===== config.mk =====
export PLATFORM = sky130hd
export DESIGN_NAME = imsic_eip_file
export DESIGN_NICKNAME = d
export VERILOG_FILES = /design/src/rtl/imsic_pkg.sv /design/src/rtl/imsic_topei_search.sv /design/src/rtl/imsic_eip_file.sv
export SDC_FILE = /design/constraint.sdc
export NUM_CORES = 1
export LEC_CHECK = 0
export CAP_MARGIN = 20
export CELL_PAD_IN_SITES_DETAIL_PLACEMENT = 0
export CELL_PAD_IN_SITES_GLOBAL_PLACEMENT = 2
export CORE_ASPECT_RATIO = 1.2
export CORE_UTILIZATION = 30
export DETAILED_ROUTE_END_ITERATION = 16
export GPL_TIMING_DRIVEN = 0
export PLACE_DENSITY_LB_ADDON = 0.1
export SKIP_CTS_REPAIR_TIMING = 1
export SYNTH_ARGS = -nofsm -noshare
export SYNTH_HDL_FRONTEND = slang
export SYNTH_SLANG_ARGS = --single-unit
export TNS_END_PERCENT = 20

===== constraint.sdc =====
create_clock -name i_clk -period 2.6 [get_ports i_clk]
set_input_delay 0.78 -clock i_clk [delete_from_list [all_inputs] [get_ports i_clk]]
set_output_delay 0.78 -clock i_clk [all_outputs]
set_load 0.05 [all_outputs]

===== src/rtl/imsic_pkg.sv =====
// Shared definitions for IMSIC interrupt files: CSR select encoding,
// default identity type and drop-counter width.
package imsic_pkg;

  typedef enum logic [1:0] {
    EIDELIVERY  = 2'd0,
    EITHRESHOLD = 2'd1,
    EIP         = 2'd2,
    EIE         = 2'd3
  } reg_sel_e;

  localparam int unsigned NR_SOURCES_DFLT = 64;
  localparam int unsigned ID_W            = $clog2(NR_SOURCES_DFLT);
  typedef logic [ID_W-1:0] id_t;

  localparam int unsigned DROP_CNT_W = 16;

endpackage


===== src/rtl/imsic_topei_search.sv =====
// Lowest-index pending-and-enabled priority encoder with threshold mask.
// Identity 0 never qualifies; threshold 0 disables masking.
module imsic_topei_search #(
  parameter int unsigned NrSources  = 64,
  parameter int unsigned NrSourcesW = $clog2(NrSources)
) (
  input  logic [NrSources-1:0]  pending,
  input  logic [NrSources-1:0]  enable,
  input  logic [NrSourcesW-1:0] threshold,
  output logic [NrSourcesW-1:0] top_id
);

  logic [NrSources-1:0] cand;

  // Scan downward so the last hit, the lowest qualifying id, wins.
  always_comb begin
    cand    = pending & enable;
    cand[0] = 1'b0;
    top_id  = '0;
    for (int i = NrSources - 1; i > 0; i--) begin
      if (cand[i] && ((threshold == '0) || (i < int'(threshold)))) begin
        top_id = NrSourcesW'(i);
      end
    end
  end

endmodule


===== src/rtl/imsic_eip_file.sv =====
// One IMSIC interrupt file: eip/eie arrays, eidelivery, eithreshold, topei/xEIP.
// Optional dropped-MSI counter enabled by defining IMSIC_EIP_FILE_DROP_CNT_EN.
module imsic_eip_file
  import imsic_pkg::*;
#(
  parameter int unsigned NrSources  = NR_SOURCES_DFLT,
  parameter int unsigned NrSourcesW = $clog2(NrSources),
  parameter int unsigned NrWords    = NrSources / 32
) (
  input  logic                       i_clk,
  input  logic                       i_rst,
  input  logic [NrSourcesW-1:0]      i_setipnum,
  input  logic                       i_setipnum_we,
  input  logic                       i_reg_en,
  input  logic                       i_reg_we,
  input  logic [1:0]                 i_reg_sel,
  input  logic [$clog2(NrWords)-1:0] i_reg_idx,
  input  logic [31:0]                i_reg_wdata,
  output logic [31:0]                o_reg_rdata,
  input  logic                       i_claim,
  output logic [NrSourcesW-1:0]      o_topei,
  output logic                       o_xeip,
  output logic [DROP_CNT_W-1:0]      o_drop_cnt
);

  logic [NrSources-1:0]  eip, eie;
  logic                  eidelivery;
  logic [NrSourcesW-1:0] eithreshold;

  reg_sel_e              sel;
  logic                  wr, wr_del, wr_thr, wr_eip, wr_eie;
  logic                  set_ok, claim_ok, thr_blk;
  logic [NrSources-1:0]  eip_csr, eip_kept, set_bit, eip_next, eie_next;
  logic [NrSourcesW-1:0] top_id_p0;
  logic [31:0]           rd_word;

  assign sel    = reg_sel_e'(i_reg_sel);
  assign wr     = i_reg_en && i_reg_we;
  assign wr_del = wr && (sel == EIDELIVERY);
  assign wr_thr = wr && (sel == EITHRESHOLD);
  assign wr_eip = wr && (sel == EIP);
  assign wr_eie = wr && (sel == EIE);

  assign set_ok   = i_setipnum_we && (i_setipnum != '0) && (32'(i_setipnum) < NrSources);
  assign claim_ok = i_claim && (o_topei != '0);

  // CSR write first, then claim clear, then MSI set so a set always wins.
  always_comb begin
    eip_csr  = eip;
    eie_next = eie;
    if (wr_eip) eip_csr[{i_reg_idx, 5'd0} +: 32] = i_reg_wdata;
    if (wr_eie) eie_next[{i_reg_idx, 5'd0} +: 32] = i_reg_wdata;
    eie_next[0] = 1'b0;
    eip_kept = eip_csr;
    if (claim_ok) eip_kept[o_topei] = 1'b0;
    set_bit = '0;
    if (set_ok) set_bit[i_setipnum] = 1'b1;
    eip_next    = eip_kept | set_bit;
    eip_next[0] = 1'b0;
  end

  always_comb begin
    rd_word = '0;
    case (sel)
      EIDELIVERY:  rd_word[0] = eidelivery;
      EITHRESHOLD: rd_word[NrSourcesW-1:0] = eithreshold;
      EIP:         rd_word = eip[{i_reg_idx, 5'd0} +: 32];
      EIE:         rd_word = eie[{i_reg_idx, 5'd0} +: 32];
      default:     rd_word = '0;
    endcase
  end

  imsic_topei_search #(
    .NrSources  (NrSources),
    .NrSourcesW (NrSourcesW)
  ) u_search (
    .pending   (eip),
    .enable    (eie),
    .threshold (eithreshold),
    .top_id    (top_id_p0)
  );

`ifdef IMSIC_EIP_FILE_DROP_CNT_EN
  logic                  drop, cnt_clr;
  logic [DROP_CNT_W-1:0] drop_cnt;

  // "Already pending" is judged after claim and CSR clears of this cycle.
  assign drop    = i_setipnum_we && (!set_ok || eip_kept[i_setipnum]);
  assign cnt_clr = wr_thr && i_reg_wdata[31];
  assign thr_blk = cnt_clr;

  always_ff @(posedge i_clk) begin
    if (i_rst || cnt_clr) begin
      drop_cnt <= '0;
    end else if (drop && (drop_cnt != '1)) begin
      drop_cnt <= drop_cnt + 1'b1;
    end
  end

  assign o_drop_cnt = drop_cnt;
`else
  assign thr_blk    = 1'b0;
  assign o_drop_cnt = '0;
`endif

  // p0 -> p1: search result and xEIP registered together.
  always_ff @(posedge i_clk) begin
    if (i_rst) begin
      eip         <= '0;
      eie         <= '0;
      eidelivery  <= 1'b0;
      eithreshold <= '0;
      o_reg_rdata <= '0;
      o_topei     <= '0;
      o_xeip      <= 1'b0;
    end else begin
      eip <= eip_next;
      eie <= eie_next;
      if (wr_del) eidelivery <= i_reg_wdata[0];
      if (wr_thr && !thr_blk) eithreshold <= i_reg_wdata[NrSourcesW-1:0];
      if (i_reg_en && !i_reg_we) o_reg_rdata <= rd_word;
      o_topei <= top_id_p0;
      o_xeip  <= eidelivery && (top_id_p0 != '0);
    end
  end

endmodule


Word-level counts from Yosys, hierarchy flattened
Index checks and enable logic that the tools add are counted.

cells by class
  $add $sub $neg = 1
  multipliers = 0
  div/mod/pow operators = 0
  magnitude comparators = 66
  equality and inequality tests = 3
  shift operators = 4
  muxes and demuxes = 75
  bitwise operators = 4
  reduce and logical (&&, ||, !) cells = 142

operator list
  operator                 number
  $mux 6                   63
  $mux 64                  3
  $lt 6x6->1 const A       31
  $and 64x64->64           2
  $bwmux 64                2
  $shiftx 64x7->32         2
  $lt 5x6->1 const A       16
  $logic_and 1x1->1        74
  $not 64->64              1
  $or 64x64->64            1
  $shift 32x8->64 const A  1
  $shiftx 32x8->64         1
  $logic_or 1x1->1         62
  $pmux 26 s2              1
  $lt 4x6->1 const A       8
  $lt 3x6->1 const A       4
  $reduce_bool 6->1        3
  $pmux 5 s3               1
  $lt 6x7->1 const B       2
  $demux 1 s6              2
  $ge 6x1->1 const B       2
  $lt 2x6->1 const A       2
  $neg 6->8                1
  $logic_not 6->1          1
  other kinds (7)          9

word-level totals
  bits in registers = 174
  bits in latches = 0
  RAM bits = 0
  bits in read-only memories = 0
  input bits = 47
  output and inout port bits = 55
  memories kept = 0

Depth between registers and ports, before layout
  depth in word-level cells = 67
  gate-level depth with buffers = 12
  mapped depth without buffers = 9

Cells and area by module
Synthesis repeated with hierarchy kept, for this count alone.

unflattened totals
  cell total of the unflattened synthesis = 1,200
  area, all modules = 10,035.9 um^2

modules (own cells, without submodules)
  module              times used  cells each  area each (um^2)
  imsic_eip_file      1           832         7,881.3
  imsic_topei_search  1           368         2,154.6

Worst setup path before layout
No wires, ideal clock.

  kind = register -> register
  from = register eithreshold[0]
  to = register o_xeip
  arrival time = 2,419 ps
  required time = 2,463 ps
  setup slack = 44 ps
  stages on the path, launching flop included = 13
  path buffers = 3
  cell sequence = dfxtp_1 -> buf_6 -> or4_4 -> buf_6 -> buf_6 -> o22ai_4 -> a32o_2 -> o21ai_1 -> a31oi_1 -> o211ai_1 -> a2111o_1 -> a21oi_2 -> a311oi_2

on the way
  cells in the longest elaborated chain, start to end = 67

RTL lines
  item                                                          line                      source
  start, declared                                               imsic_eip_file.sv:28      logic [NrSourcesW-1:0] eithreshold;
  start signal, assigned                                        imsic_eip_file.sv:120     if (wr_thr && !thr_blk) eithreshold <= i_reg_wdata[NrSourcesW-1:0];
  $lt 6x6->1 / $logic_not 6->1 (equally long branches)          imsic_topei_search.sv:21  if (cand[i] && ((threshold == '0) || (i < int'(threshold)))) begin
  $logic_or 1x1->1 / $logic_and 1x1->1 (equally long branches)  imsic_topei_search.sv:21
  $logic_and 1x1->1 / $mux 6 (equally long branches)            imsic_topei_search.sv:21
  $mux 6 (61 in a row)                                          imsic_topei_search.sv:21
  $mux 6 (*)                                                    imsic_topei_search.sv:21
  $reduce_bool 6->1 (*)                                         imsic_eip_file.sv:123     o_xeip <= eidelivery && (top_id_p0 != '0);
  $logic_and 1x1->1 (*)                                         imsic_eip_file.sv:123
  end signal, assigned                                          imsic_eip_file.sv:123
  end, declared                                                 imsic_eip_file.sv:22      output logic o_xeip,

Mark *: on every way between the ends. The rest lies on a longest branch, timed or not.
A chain may end at the register's enable or synchronous reset.

Worst setup path in the final report
Ends and elaborated chain as after synthesis.

==> flow_summary_export.csv <==
group,metric,value,unit
critical_path,critPathTopFamily,"compound AO/OA/AOI/OAI gates",
critical_path,worstPathMaxFanout,10,
worst_hold_path,hold_class,"reg2reg",
logic_synthesis,syn_inst,1358,
pwr,irDropWorstVdd,386,µV
cts,cts_max_path_buffers,2,
routing,drt_pass1_iterations,5,
global_routing,antenna_found_initial,2,
final_layout,area_growth,26.6,%
cts,numClockSinks,172,
sta,worst_slew_pin_slew,1080,ps
critical_path,critical-path-max-stage-delay,420,ps
critical_path,crit_path_top_delay_cell,"nor4_4",
routing,dr_total_vias,11300,
pwr,switching_share,29.2,%
critical_path,required,2930,ps
logic_synthesis,avgSynthCellArea,7.57,µm²
sta,hold_viol_final,0,
pwr,p_int,0.00446,W
outcome,violations,"negative setup slack",
routing,detail-route-antenna-nets,0,
critical_path,crit_type,"reg2reg",
global_routing,grt_pass1_vias,10500,
die,core-area,33400,µm²
cts,cts_tree,"built",
routing,vias_per_cell,5.78,
pwr,p_seq_share,43.5,%
global_routing,grt.overflow.total,0,
die,dieHeight,205,µm
sta,fmax,0.339,GHz
final_layout,instances_no_fill,1949,
final_layout,diodes,0,
outcome,status,"complete, but fails checks",
pwr,power_switching,0.00184,W
critical_path,crit_chain,"buf_6, nor4_4, a21o_1, buf_6, a32oi_2, a41oi_2, o211ai_1, o211ai_1, a31oi_4, o31ai_4, a311oi_2",
die,initial_core_util,30.8,%
run,drv_cap,0,
critical_path,crit_buf_inv,2,
pwr,powerDensity,484,nW/µm²
pwr,clockPowerShare,42.1,%
cts,clkTransAtPathRegs,70,ps
global_routing,grt.total_usage,31.3,%
logic_synthesis,synth_area,10300,µm²
placed_design,dp_hpwl,42700,µm
final_layout,fill_cells,3566,
sta,fin_tns_setup,-6670,ps
final_layout,layout.nets,1535,
sta,rsz0062_at_grt,"yes",
critical_path,startpoint_type,"register",
final_layout,seqCellArea,3450,µm²
routing,wl_per_cell,27.7,µm
sta,layout_setup_ws,-348,ps
sta,fin_crit_sh,113,%
die,rows,73,
cts,cts_made_buffers,17,
logic_synthesis,ys_seq_area_share,33.5,%
placed_design,dp.cells,1901,
pwr,combPwrFrac,14.4,%
sta,finalSetupViolCount,35,
critical_path,critPathArrivalTime,3280,ps
sta,timing.slew.headroom,27.8,%
placed_design,io_buffers,77,
final_layout,multi_input_area,6770,µm²
placed_design,gp_congestion,0.960,
pwr,p_leak,4.55,nW
routing,drtIter0Drc,1028,
logic_synthesis,async_flop_share,0,%
cts,htreeDepth,4,
final_layout,drive_gt1_share,15.4,%
sta,slew_violations,0,
routing,finalWirelength,54000,µm
sta,finClkSkew,11.5,ps
cts,clock-root-buffer,"clkbuf_16",
critical_path,endpoint_kind,"register",
cts,insertion_delay,460,ps
global_routing,grt_pass1_wl,76500,µm
sta,fin_crit,2950,ps
global_routing,grt_max_degree,17,
die,die_area,35000,µm²
logic_synthesis,synth_enable_flop_cells,0,
logic_synthesis,yosys_warnings,0,
logic_synthesis,synth_ff_type,"dfxtp_1",
routing,drc,0,
logic_synthesis,ys_seq_elements,172,
logic_synthesis,yosysUniqueCellTypes,86,
die,pin_count,102,
die,die_w,171,µm
cell usage in the layout, fill, tap and decap left out, types with 9 or more instances in the layout:
cell             instances
o221ai_1                20
buf_4                   43
clkbuf_2                14
a21oi_1                122
dfxtp_1                169
nand2b_1                40
nor3_2                   9
nor2b_1                 15
nor3_1                  19
clkbuf_16               18
o32a_1                  42
nor2_1                 243
nand3_1                 34
clkbuf_1                60
clkbuf_4                 9
o211ai_1                18
mux4_2                  27
and2_1                  13
mux2i_1                 12
a22oi_1                 27
nand2_1                217
a31oi_1                 11
conb_1                  16
clkdlybuf4s50_1         76
area by class of cell:
class / count / share of cell area, %
well taps: 450 / 4.33
clock inverters: 9 / 0.875
repair buffers: 99 / 7.50
flip-flops and latches: 172 / 26.5
plain buffers: 116 / 4.97
inverters: 7 / 0.231
clock buffers: 21 / 3.54
multi-input cells: 1075 / 52.0
cell families after synthesis:
kind of cell             after synthesis  share of synthesized area [%]
AND/OR/NAND/NOR                      662                           28.7
AO/OA/AOI/OAI                        351                           24.4
flip-flops                           172                           33.5
buffers and inverters                126                           5.63
multiplexers                          44                           7.63
adder cells (fa/ha/maj)                1                         0.0973
other                                  1                         0.0365
XOR/XNOR                               1                         0.0852
power by group through the flow:
stage	clock (W)	combinational [W]	sequential, W
6_report	0.00265	0.000906	0.00274
3_5_place_dp	0	0.000825	0.00280
2_1_floorplan	0	0.000472	0.00280
3_3_place_gp	0	0.000827	0.00280
4_1_cts	0.00268	0.000828	0.00274
5_1_grt	0.00278	0.000952	0.00274
state kept, by name (all words and copies together) (netlist names):
signal       flops
eie             63
eip             63
o_reg_rdata     32
eithreshold      6
o_topei          6
eidelivery       1
o_xeip           1
tightest hold or removal path: cells and delay by family, from the launching register on:
kind / cells / cell delay [ps]
AOI/OAI and AO/OA: 1 / 50
and+or+nand+nor: 1 / 50
DFF: 1 / 320
through the flow:
step / power (W) / hold WS [ps] / utilization, % / worst slack (ps) / cell area (µm²)
CTS: 0.00625 / 469 / 36.7 / -1230 / 12300
detailed placement: 0.00362 / 457 / 35.0 / -1200 / 11700
global placement: 0.00363 / 453 / 34.9 / -1250 / 11700
finish: 0.00630 / 470 / 38.9 / -348 / 13000
floorplan: 0.00327 / 433 / - / 43.8 / 10300
global route: 0.00648 / 496 / 38.9 / -403 / 13000
routing by layer:
| metal | global-route usage, % | up-vias | share of wire [%] |
|---|---|---|---|
| li1 | - | 5122 | - |
| met1 | 40.8 | 5585 | 43 |
| met2 | 51.3 | 465 | 47 |
| met3 | 4.31 | 98 | 5.9 |
| met4 | 13.2 | 2 | 4.5 |
| met5 | 0 | - | 0.033 |
final timing paths:
check	depth (start not counted)	from	slack (ps)	endpoint
worst min register to register	2	o_reg_rdata[0]	470	o_reg_rdata[0]
worst max-delay path	11	eithreshold[0]	-350	o_xeip
worst min-delay path	2	o_reg_rdata[0]	470	o_reg_rdata[0]
worst max register to register	11	eithreshold[0]	-350	o_xeip
synthesized netlist by cell type (all sizes together), types with 5 or more instances:
cell | count | share of area (%)
o32a | 42 | 4.1
and3 | 7 | 0.43
mux4 | 27 | 5.9
a211oi | 5 | 0.37
a32oi | 5 | 0.43
a31oi | 13 | 0.79
nor2b | 18 | 1.1
o221ai | 20 | 1.7
o22ai | 14 | 1.1
and2 | 16 | 0.97
a22oi | 27 | 2.0
nor2 | 250 | 9.3
o31ai | 5 | 0.41
dfxtp | 172 | 33
inv | 7 | 0.26
buf | 42 | 2.6
nor4 | 5 | 0.43
nand2 | 221 | 8.1
o21ai | 19 | 0.96
mux2i | 12 | 1.2
a21oi | 130 | 6.4
mux2 | 5 | 0.55
nand4 | 8 | 0.49
nand3 | 38 | 1.8
nand2b | 40 | 2.4
a221oi | 6 | 0.51
o211ai | 19 | 1.4
a31o | 5 | 0.43
o311ai | 6 | 0.68
nor3 | 31 | 1.6
or3 | 8 | 0.49
nand3b | 5 | 0.37
clkbuf | 77 | 2.8
(Power assumes the default switching activity.)
